### src/rtl/mips_pkg.sv
// mips_pkg: shared definitions for the multi-cycle MIPS control path.
//   - opcode constants (IR[31:26])
//   - ALUOp, ALUSrcB and PCSource select encodings
//   - 4-bit FSM state encoding (also driven out on state_dbg)
//   - ctrl_word_t: the full Moore control word produced by mips_ctrl_decode
package mips_pkg;

    // Opcodes
    localparam logic [5:0] OP_RTYPE = 6'b000000;
    localparam logic [5:0] OP_J     = 6'b000010;
    localparam logic [5:0] OP_BEQ   = 6'b000100;
    localparam logic [5:0] OP_ADDI  = 6'b001000;
    localparam logic [5:0] OP_LW    = 6'b100011;
    localparam logic [5:0] OP_SW    = 6'b101011;

    // ALUOp (ALU control encoding unchanged from the single-cycle design)
    localparam logic [1:0] ALUOP_ADD   = 2'b00;
    localparam logic [1:0] ALUOP_SUB   = 2'b01;
    localparam logic [1:0] ALUOP_FUNCT = 2'b10;

    // ALU B operand select
    localparam logic [1:0] ALUB_REG    = 2'b00;
    localparam logic [1:0] ALUB_FOUR   = 2'b01;
    localparam logic [1:0] ALUB_IMM    = 2'b10;
    localparam logic [1:0] ALUB_IMMSH2 = 2'b11;

    // PC source select
    localparam logic [1:0] PCSRC_ALU    = 2'b00;
    localparam logic [1:0] PCSRC_ALUOUT = 2'b01;
    localparam logic [1:0] PCSRC_JUMP   = 2'b10;

    // FSM state encoding; values 13..15 are unused
    typedef logic [3:0] state_t;
    localparam state_t S_RESET  = 4'd0;
    localparam state_t S_FETCH  = 4'd1;
    localparam state_t S_DECODE = 4'd2;
    localparam state_t S_MEMADR = 4'd3;
    localparam state_t S_MEMRD  = 4'd4;
    localparam state_t S_MEMWB  = 4'd5;
    localparam state_t S_MEMWR  = 4'd6;
    localparam state_t S_EXEC   = 4'd7;
    localparam state_t S_RTWB   = 4'd8;
    localparam state_t S_BRANCH = 4'd9;
    localparam state_t S_JUMP   = 4'd10;
    localparam state_t S_ADDIEX = 4'd11;
    localparam state_t S_ADDIWB = 4'd12;

    typedef struct packed {
        logic       pc_write;
        logic       pc_write_cond;
        logic       ior_d;
        logic       mem_read;
        logic       mem_write;
        logic       ir_write;
        logic       mem_to_reg;
        logic       reg_dst;
        logic       reg_write;
        logic       alu_src_a;
        logic [1:0] alu_src_b;
        logic [1:0] alu_op;
        logic [1:0] pc_source;
    } ctrl_word_t;

endpackage

### src/rtl/mips_ctrl_decode.sv
// mips_ctrl_decode: combinational state -> control-word decoder.
// Ports:
//   state     in  4   registered FSM state
//   mem_ready in  1   memory completion; only used to qualify IRWrite/PCWrite in FETCH
//   ctrl      out     control word (ctrl_word_t); all fields 0 unless the state sets them
module mips_ctrl_decode
    import mips_pkg::*;
(
    input  state_t     state,
    input  logic       mem_ready,
    output ctrl_word_t ctrl
);

    always_comb begin
        ctrl = '0;
        case (state)
            S_FETCH: begin
                ctrl.mem_read  = 1'b1;
                ctrl.alu_src_b = ALUB_FOUR;
                // IR and PC advance only in the cycle the fetch completes
                ctrl.ir_write  = mem_ready;
                ctrl.pc_write  = mem_ready;
            end
            S_DECODE: ctrl.alu_src_b = ALUB_IMMSH2;
            S_MEMADR: begin
                ctrl.alu_src_a = 1'b1;
                ctrl.alu_src_b = ALUB_IMM;
            end
            S_MEMRD: begin
                ctrl.mem_read = 1'b1;
                ctrl.ior_d    = 1'b1;
            end
            S_MEMWR: begin
                ctrl.mem_write = 1'b1;
                ctrl.ior_d     = 1'b1;
            end
            S_MEMWB: begin
                ctrl.reg_write  = 1'b1;
                ctrl.mem_to_reg = 1'b1;
            end
            S_EXEC: begin
                ctrl.alu_src_a = 1'b1;
                ctrl.alu_op    = ALUOP_FUNCT;
            end
            S_RTWB: begin
                ctrl.reg_dst   = 1'b1;
                ctrl.reg_write = 1'b1;
            end
            S_BRANCH: begin
                ctrl.alu_src_a     = 1'b1;
                ctrl.alu_op        = ALUOP_SUB;
                ctrl.pc_write_cond = 1'b1;
                ctrl.pc_source     = PCSRC_ALUOUT;
            end
            S_JUMP: begin
                ctrl.pc_write  = 1'b1;
                ctrl.pc_source = PCSRC_JUMP;
            end
            S_ADDIEX: begin
                ctrl.alu_src_a = 1'b1;
                ctrl.alu_src_b = ALUB_IMM;
            end
            S_ADDIWB: ctrl.reg_write = 1'b1;
            default:  ctrl = '0;
        endcase
    end

endmodule

### src/rtl/mips_multicycle_ctrl.sv
// mips_multicycle_ctrl: main control FSM for the multi-cycle MIPS datapath.
// Holds the state register, next-state logic and the retired-instruction
// counter; the control word itself comes from mips_ctrl_decode.
// Ports:
//   clk, rst_n          clock, asynchronous active-low reset
//   opcode[5:0]         IR[31:26], meaningful from DECODE onward
//   mem_ready           memory handshake (see below)
//   PCWrite .. PCSource datapath controls (Moore, FETCH qualified by mem_ready)
//   illegal_op          high for the DECODE cycle of an undecodable opcode
//   state_dbg[3:0]      current state encoding
//   retired[CNT_W-1:0]  completed-instruction count, wraps
//
// Memory handshake: in FETCH, MEMRD and MEMWR the request (MemRead/MemWrite)
// acts as "valid" and is held high and stable until a cycle in which
// mem_ready=1; that cycle completes the access and the FSM moves on at the
// next edge. mem_ready is ignored in every other state.
module mips_multicycle_ctrl
    import mips_pkg::*;
#(
    parameter int ADDI_EN = 1,
    parameter int CNT_W   = 32
) (
    input  logic             clk,
    input  logic             rst_n,
    input  logic [5:0]       opcode,
    input  logic             mem_ready,
    output logic             PCWrite,
    output logic             PCWriteCond,
    output logic             IorD,
    output logic             MemRead,
    output logic             MemWrite,
    output logic             IRWrite,
    output logic             MemtoReg,
    output logic             RegDst,
    output logic             RegWrite,
    output logic             ALUSrcA,
    output logic [1:0]       ALUSrcB,
    output logic [1:0]       ALUOp,
    output logic [1:0]       PCSource,
    output logic             illegal_op,
    output logic [3:0]       state_dbg,
    output logic [CNT_W-1:0] retired
);

    state_t     state, state_nxt;
    ctrl_word_t ctrl;
    logic       op_legal;
    logic       retire;

    always_comb begin
        op_legal = 1'b0;
        case (opcode)
            OP_RTYPE, OP_LW, OP_SW, OP_BEQ, OP_J: op_legal = 1'b1;
            OP_ADDI:                              op_legal = (ADDI_EN != 0);
            default:                              op_legal = 1'b0;
        endcase
    end

    always_comb begin
        state_nxt = S_FETCH;
        case (state)
            S_RESET:  state_nxt = S_FETCH;
            S_FETCH:  state_nxt = mem_ready ? S_DECODE : S_FETCH;
            S_DECODE: begin
                state_nxt = S_FETCH;
                case (opcode)
                    OP_LW, OP_SW: state_nxt = S_MEMADR;
                    OP_RTYPE:     state_nxt = S_EXEC;
                    OP_BEQ:       state_nxt = S_BRANCH;
                    OP_J:         state_nxt = S_JUMP;
                    OP_ADDI:      state_nxt = (ADDI_EN != 0) ? S_ADDIEX : S_FETCH;
                    default:      state_nxt = S_FETCH;
                endcase
            end
            // Opcode is stable after DECODE; anything but lw/sw here is
            // treated defensively as a return to FETCH.
            S_MEMADR: begin
                if (opcode == OP_LW)      state_nxt = S_MEMRD;
                else if (opcode == OP_SW) state_nxt = S_MEMWR;
                else                      state_nxt = S_FETCH;
            end
            S_MEMRD:  state_nxt = mem_ready ? S_MEMWB : S_MEMRD;
            S_MEMWR:  state_nxt = mem_ready ? S_FETCH : S_MEMWR;
            S_EXEC:   state_nxt = S_RTWB;
            S_ADDIEX: state_nxt = S_ADDIWB;
            default:  state_nxt = S_FETCH; // MEMWB, RTWB, BRANCH, JUMP, ADDIWB, 13..15
        endcase
    end

    // An instruction retires on the edge leaving its final state.
    always_comb begin
        case (state)
            S_MEMWB, S_RTWB, S_BRANCH, S_JUMP, S_ADDIWB: retire = 1'b1;
            S_MEMWR:                                     retire = mem_ready;
            default:                                     retire = 1'b0;
        endcase
    end

    always_ff @(posedge clk or negedge rst_n) begin
        if (!rst_n) begin
            state   <= S_RESET;
            retired <= '0;
        end else begin
            state <= state_nxt;
            if (retire) retired <= retired + CNT_W'(1);
        end
    end

    mips_ctrl_decode u_decode (
        .state     (state),
        .mem_ready (mem_ready),
        .ctrl      (ctrl)
    );

    assign PCWrite     = ctrl.pc_write;
    assign PCWriteCond = ctrl.pc_write_cond;
    assign IorD        = ctrl.ior_d;
    assign MemRead     = ctrl.mem_read;
    assign MemWrite    = ctrl.mem_write;
    assign IRWrite     = ctrl.ir_write;
    assign MemtoReg    = ctrl.mem_to_reg;
    assign RegDst      = ctrl.reg_dst;
    assign RegWrite    = ctrl.reg_write;
    assign ALUSrcA     = ctrl.alu_src_a;
    assign ALUSrcB     = ctrl.alu_src_b;
    assign ALUOp       = ctrl.alu_op;
    assign PCSource    = ctrl.pc_source;
    assign illegal_op  = (state == S_DECODE) && !op_legal;
    assign state_dbg   = state;

endmodule

### config.mk
export PLATFORM = sky130hd
export DESIGN_NAME = mips_multicycle_ctrl
export DESIGN_NICKNAME = d
export VERILOG_FILES = /design/src/rtl/mips_pkg.sv /design/src/rtl/mips_ctrl_decode.sv /design/src/rtl/mips_multicycle_ctrl.sv
export SDC_FILE = /design/constraint.sdc
export NUM_CORES = 1
export LEC_CHECK = 0
export ABC_CLOCK_PERIOD_IN_PS = 4300
export BUFFER_PORTS_ARGS = -buffer_cell sky130_fd_sc_hd__buf_2
export CORE_MARGIN = 3
export CORE_UTILIZATION = 33
export CTS_BUF_LIST = sky130_fd_sc_hd__clkbuf_4 sky130_fd_sc_hd__clkbuf_8
export CTS_CLUSTER_DIAMETER = 120
export DETAILED_ROUTE_END_ITERATION = 7
export HOLD_SLACK_MARGIN = 0.1
export PLACE_DENSITY = 0.65
export SLEW_MARGIN = 25
export SYNTH_ARGS = -nofsm -noshare
export SYNTH_HDL_FRONTEND = slang
export SYNTH_SLANG_ARGS = --single-unit
### constraint.sdc
create_clock -name clk -period 4.3 [get_ports clk]
set_input_delay 0.86 -clock clk [delete_from_list [all_inputs] [get_ports clk]]
set_output_delay 0.86 -clock clk [all_outputs]
set_load 0.05 [all_outputs]
==> run metrics <==
R2R setup slack=1.87 ns; via count=1704; post-synth top area share=45.2%; final cell count without fillers=343; first-pass GRT wire length=8320 um; Final Wtd Congestion=0.813; Area contributors post-synth=dfrtp_1, xor2_1, nor2_1, nor3_1, xnor2_1; post-CTS sizing=0; count leader, synth=dfrtp_1; Layout Skew=around 0.0054 ns; PwrDens=approximately 420 nW/um2; Clock H-tree levels=2; combinational share of power=35.9%; Slew headroom=39.5%; floorplan row count=27; initial antenna violation count=0; worst ir drop on vdd=0.000316 V; Achievable Freq=0.344 GHz; Setup TNS=0 ns; Synth Instances=211; post-route ant nets=0; clock period minus worst slack=2.91 ns; Final period util=67.6%; FF+latch area=901 um2; Final Util=43.0%; Seq cells post-synth=36; post-DP HPWL=3510 um; global route overflow=0; DRC Markers=0; I/O pins=62; fill cell count=around 600; internal power=between 0.5 and 0.6 mW; Hold-fix buffers, CTS=0; Mapped Nets=around 220; Cell Area, Synth=1990 um2; dpl cells=335; IO buf count=61; Post-synth top cells=dfrtp_1, nor2_1, xor2_1; YS warnings=0; clk sinks=36; most common flop cell mapped by yosys=dfrtp_1; postcts setup bufs=0; via/cell ratio=4.97; Core Region=5680 um2; max capacitance violation total=0; layout cells sized above 1=28.0%; post-synthesis sequential area ratio=45.2%; leading area contributor after synthesis=dfrtp_1; drt first-iter violations=54; Ant. Diodes=0; crit path DAT=roughly 2.1 ns; CP max FO=18; Layout area overhead=22.5%; Slowest Stage Delay on Critical Path=0.67 ns; Clk pin slew, worst setup/hold paths=approximately 0.070 ns; Sw Ratio=43.6%; Slew Limit Fails=0; Post-synth EDFFs=0; Clock Power Share=23.6%; Root Buffer Master=clkbuf_8; Routed WL=4740 um; unique cell type count in the Yosys netlist=between 40 and 50; die height=between 80 and 90 um; TritonCTS buffer count=5; final layout net count=280; vias in the first global route=1733; worst min path class=reg -> reg; register share of total power=just over 40%; worst-margin pin slew=0.904 ns; Leak=~1.2 nW; outcome=finished clean; RSZ-0062 raised after global routing=false; switching power=0.448 mW; share of flip-flops with an asynchronous set or reset=100%; Die X=83.7 um; Skew-Pair Late Insertion Delay=roughly 0.28 ns; Setup crit start kind=flop; Cell Chain, Critical Path=nand2b_1, nor4b_1, or2_2, buf_2; CP required=3.44 ns; setup violators final=0; Worst Setup End Kind=primary output; DR WL/cell=13.8 um; WS Path Type=reg -> out; largest net degree at the start of global routing=37; CP max-delay cell=dfrtp_1; final number of hold-violating endpoints=0; area of the multi-input gates=1040 um2; CTS Buffer Depth=2; Starting Density=35.1%; overall routing resource usage=14.4%; CTS tree=yes; Pre-antenna DRT Iters=4; Avg Inst Size Synth=between 9 and 10 um2; die footprint=7010 um2
==> cells in the final DEF (no fill, tap or decap), types with 2 or more instances in the layout <==
cell       n
a21boi_0   2
a21o_1     2
a21oi_1    5
a22oi_1    2
buf_2     61
clkbuf_8   6
clkinv_2   2
dfrtp_1   36
inv_1      2
nand2_1   16
nand2b_1   7
nand3_1   10
nand3b_1   3
nand4_1    3
nor2_1    27
nor3_1    14
nor4_1     3
nor4_2     3
nor4b_1    3
o21ai_0    7
or4_1      2
xnor2_1    8
xor2_1    25
==> cell families (layout without fill, tap and decap cells) <==
logic type / after synthesis / after routing / share of synthesized area [%]
buf+inv: 12 / 72 / 2.51
flops: 36 / 36 / 45.2
compound gates: 28 / 28 / 9.10
mux: 1 / 1 / 0.565
simple gates: 100 / 100 / 27.5
fa+ha+maj: 1 / 1 / 0.628
xor+xnor: 33 / 33 / 14.5
==> layout make-up <==
| class | count | share of cell area, % |
|---|---|---|
| multi-input combinational | 163 | 42.7 |
| clock inverter | 2 | 0.410 |
| inverter | 3 | 0.461 |
| tap | 72 | 3.69 |
| sequential | 36 | 36.9 |
| clock buffer | 6 | 3.38 |
| timing repair buffer | 61 | 12.5 |
==> power by group through the flow <==
stage	Combinational (mW)	Clock (mW)	Sequential (mW)
after floorplan	0.245	0	0.456
after global placement	0.368	0	0.420
after detailed placement	0.372	0	0.422
after CTS	0.373	0.252	0.416
after global routing	0.393	0.272	0.422
final	0.370	0.243	0.416
==> metal layers <==
metal  track usage [%]  share of wire (%)  vias to the layer above
li1                  -                  -                      850
met1              19.0                 46                      808
met2              22.7                 47                       44
met3              4.05                5.9                        2
met4              4.39               0.49                        0
met5                 0                  0                        -
==> worst max-delay path, delay by kind of cell (launching register included) <==
family	cells	cell delay [ns]
buf+inv	1	0.25
flops	1	0.67
simple gates	3	0.85
==> state kept, by name, indices dropped and copies added (netlist names) <==
register   cells
retired       32
state_dbg      4
==> metrics by stage <==
stage               cell area, um2  setup WS [ns]  hold WS, ns  total power, mW
floorplan                     1990          0.183        0.564            0.701
global placement              2350           1.66        0.452            0.788
detailed placement            2350           1.65        0.462            0.794
CTS                           2440           1.38        0.477             1.04
global route                  2440           1.23        0.497             1.09
finish                        2440           1.39        0.475             1.03
==> worst paths after layout <==
| check | depth (start not counted) | start | to |
|---|---|---|---|
| setup / recovery | 4 | state_dbg[0] | PCWrite |
| hold / removal | 1 | retired[31] | retired[31] |
| setup reg to reg | 4 | state_dbg[1] | retired[1] |
| hold reg to reg | 1 | retired[31] | retired[31] |
| max in group asynchronous | 1 | rst_n | retired[10] |
| min in group asynchronous | 1 | rst_n | retired[24] |
Note: power is estimated with default switching activity, not from simulation.
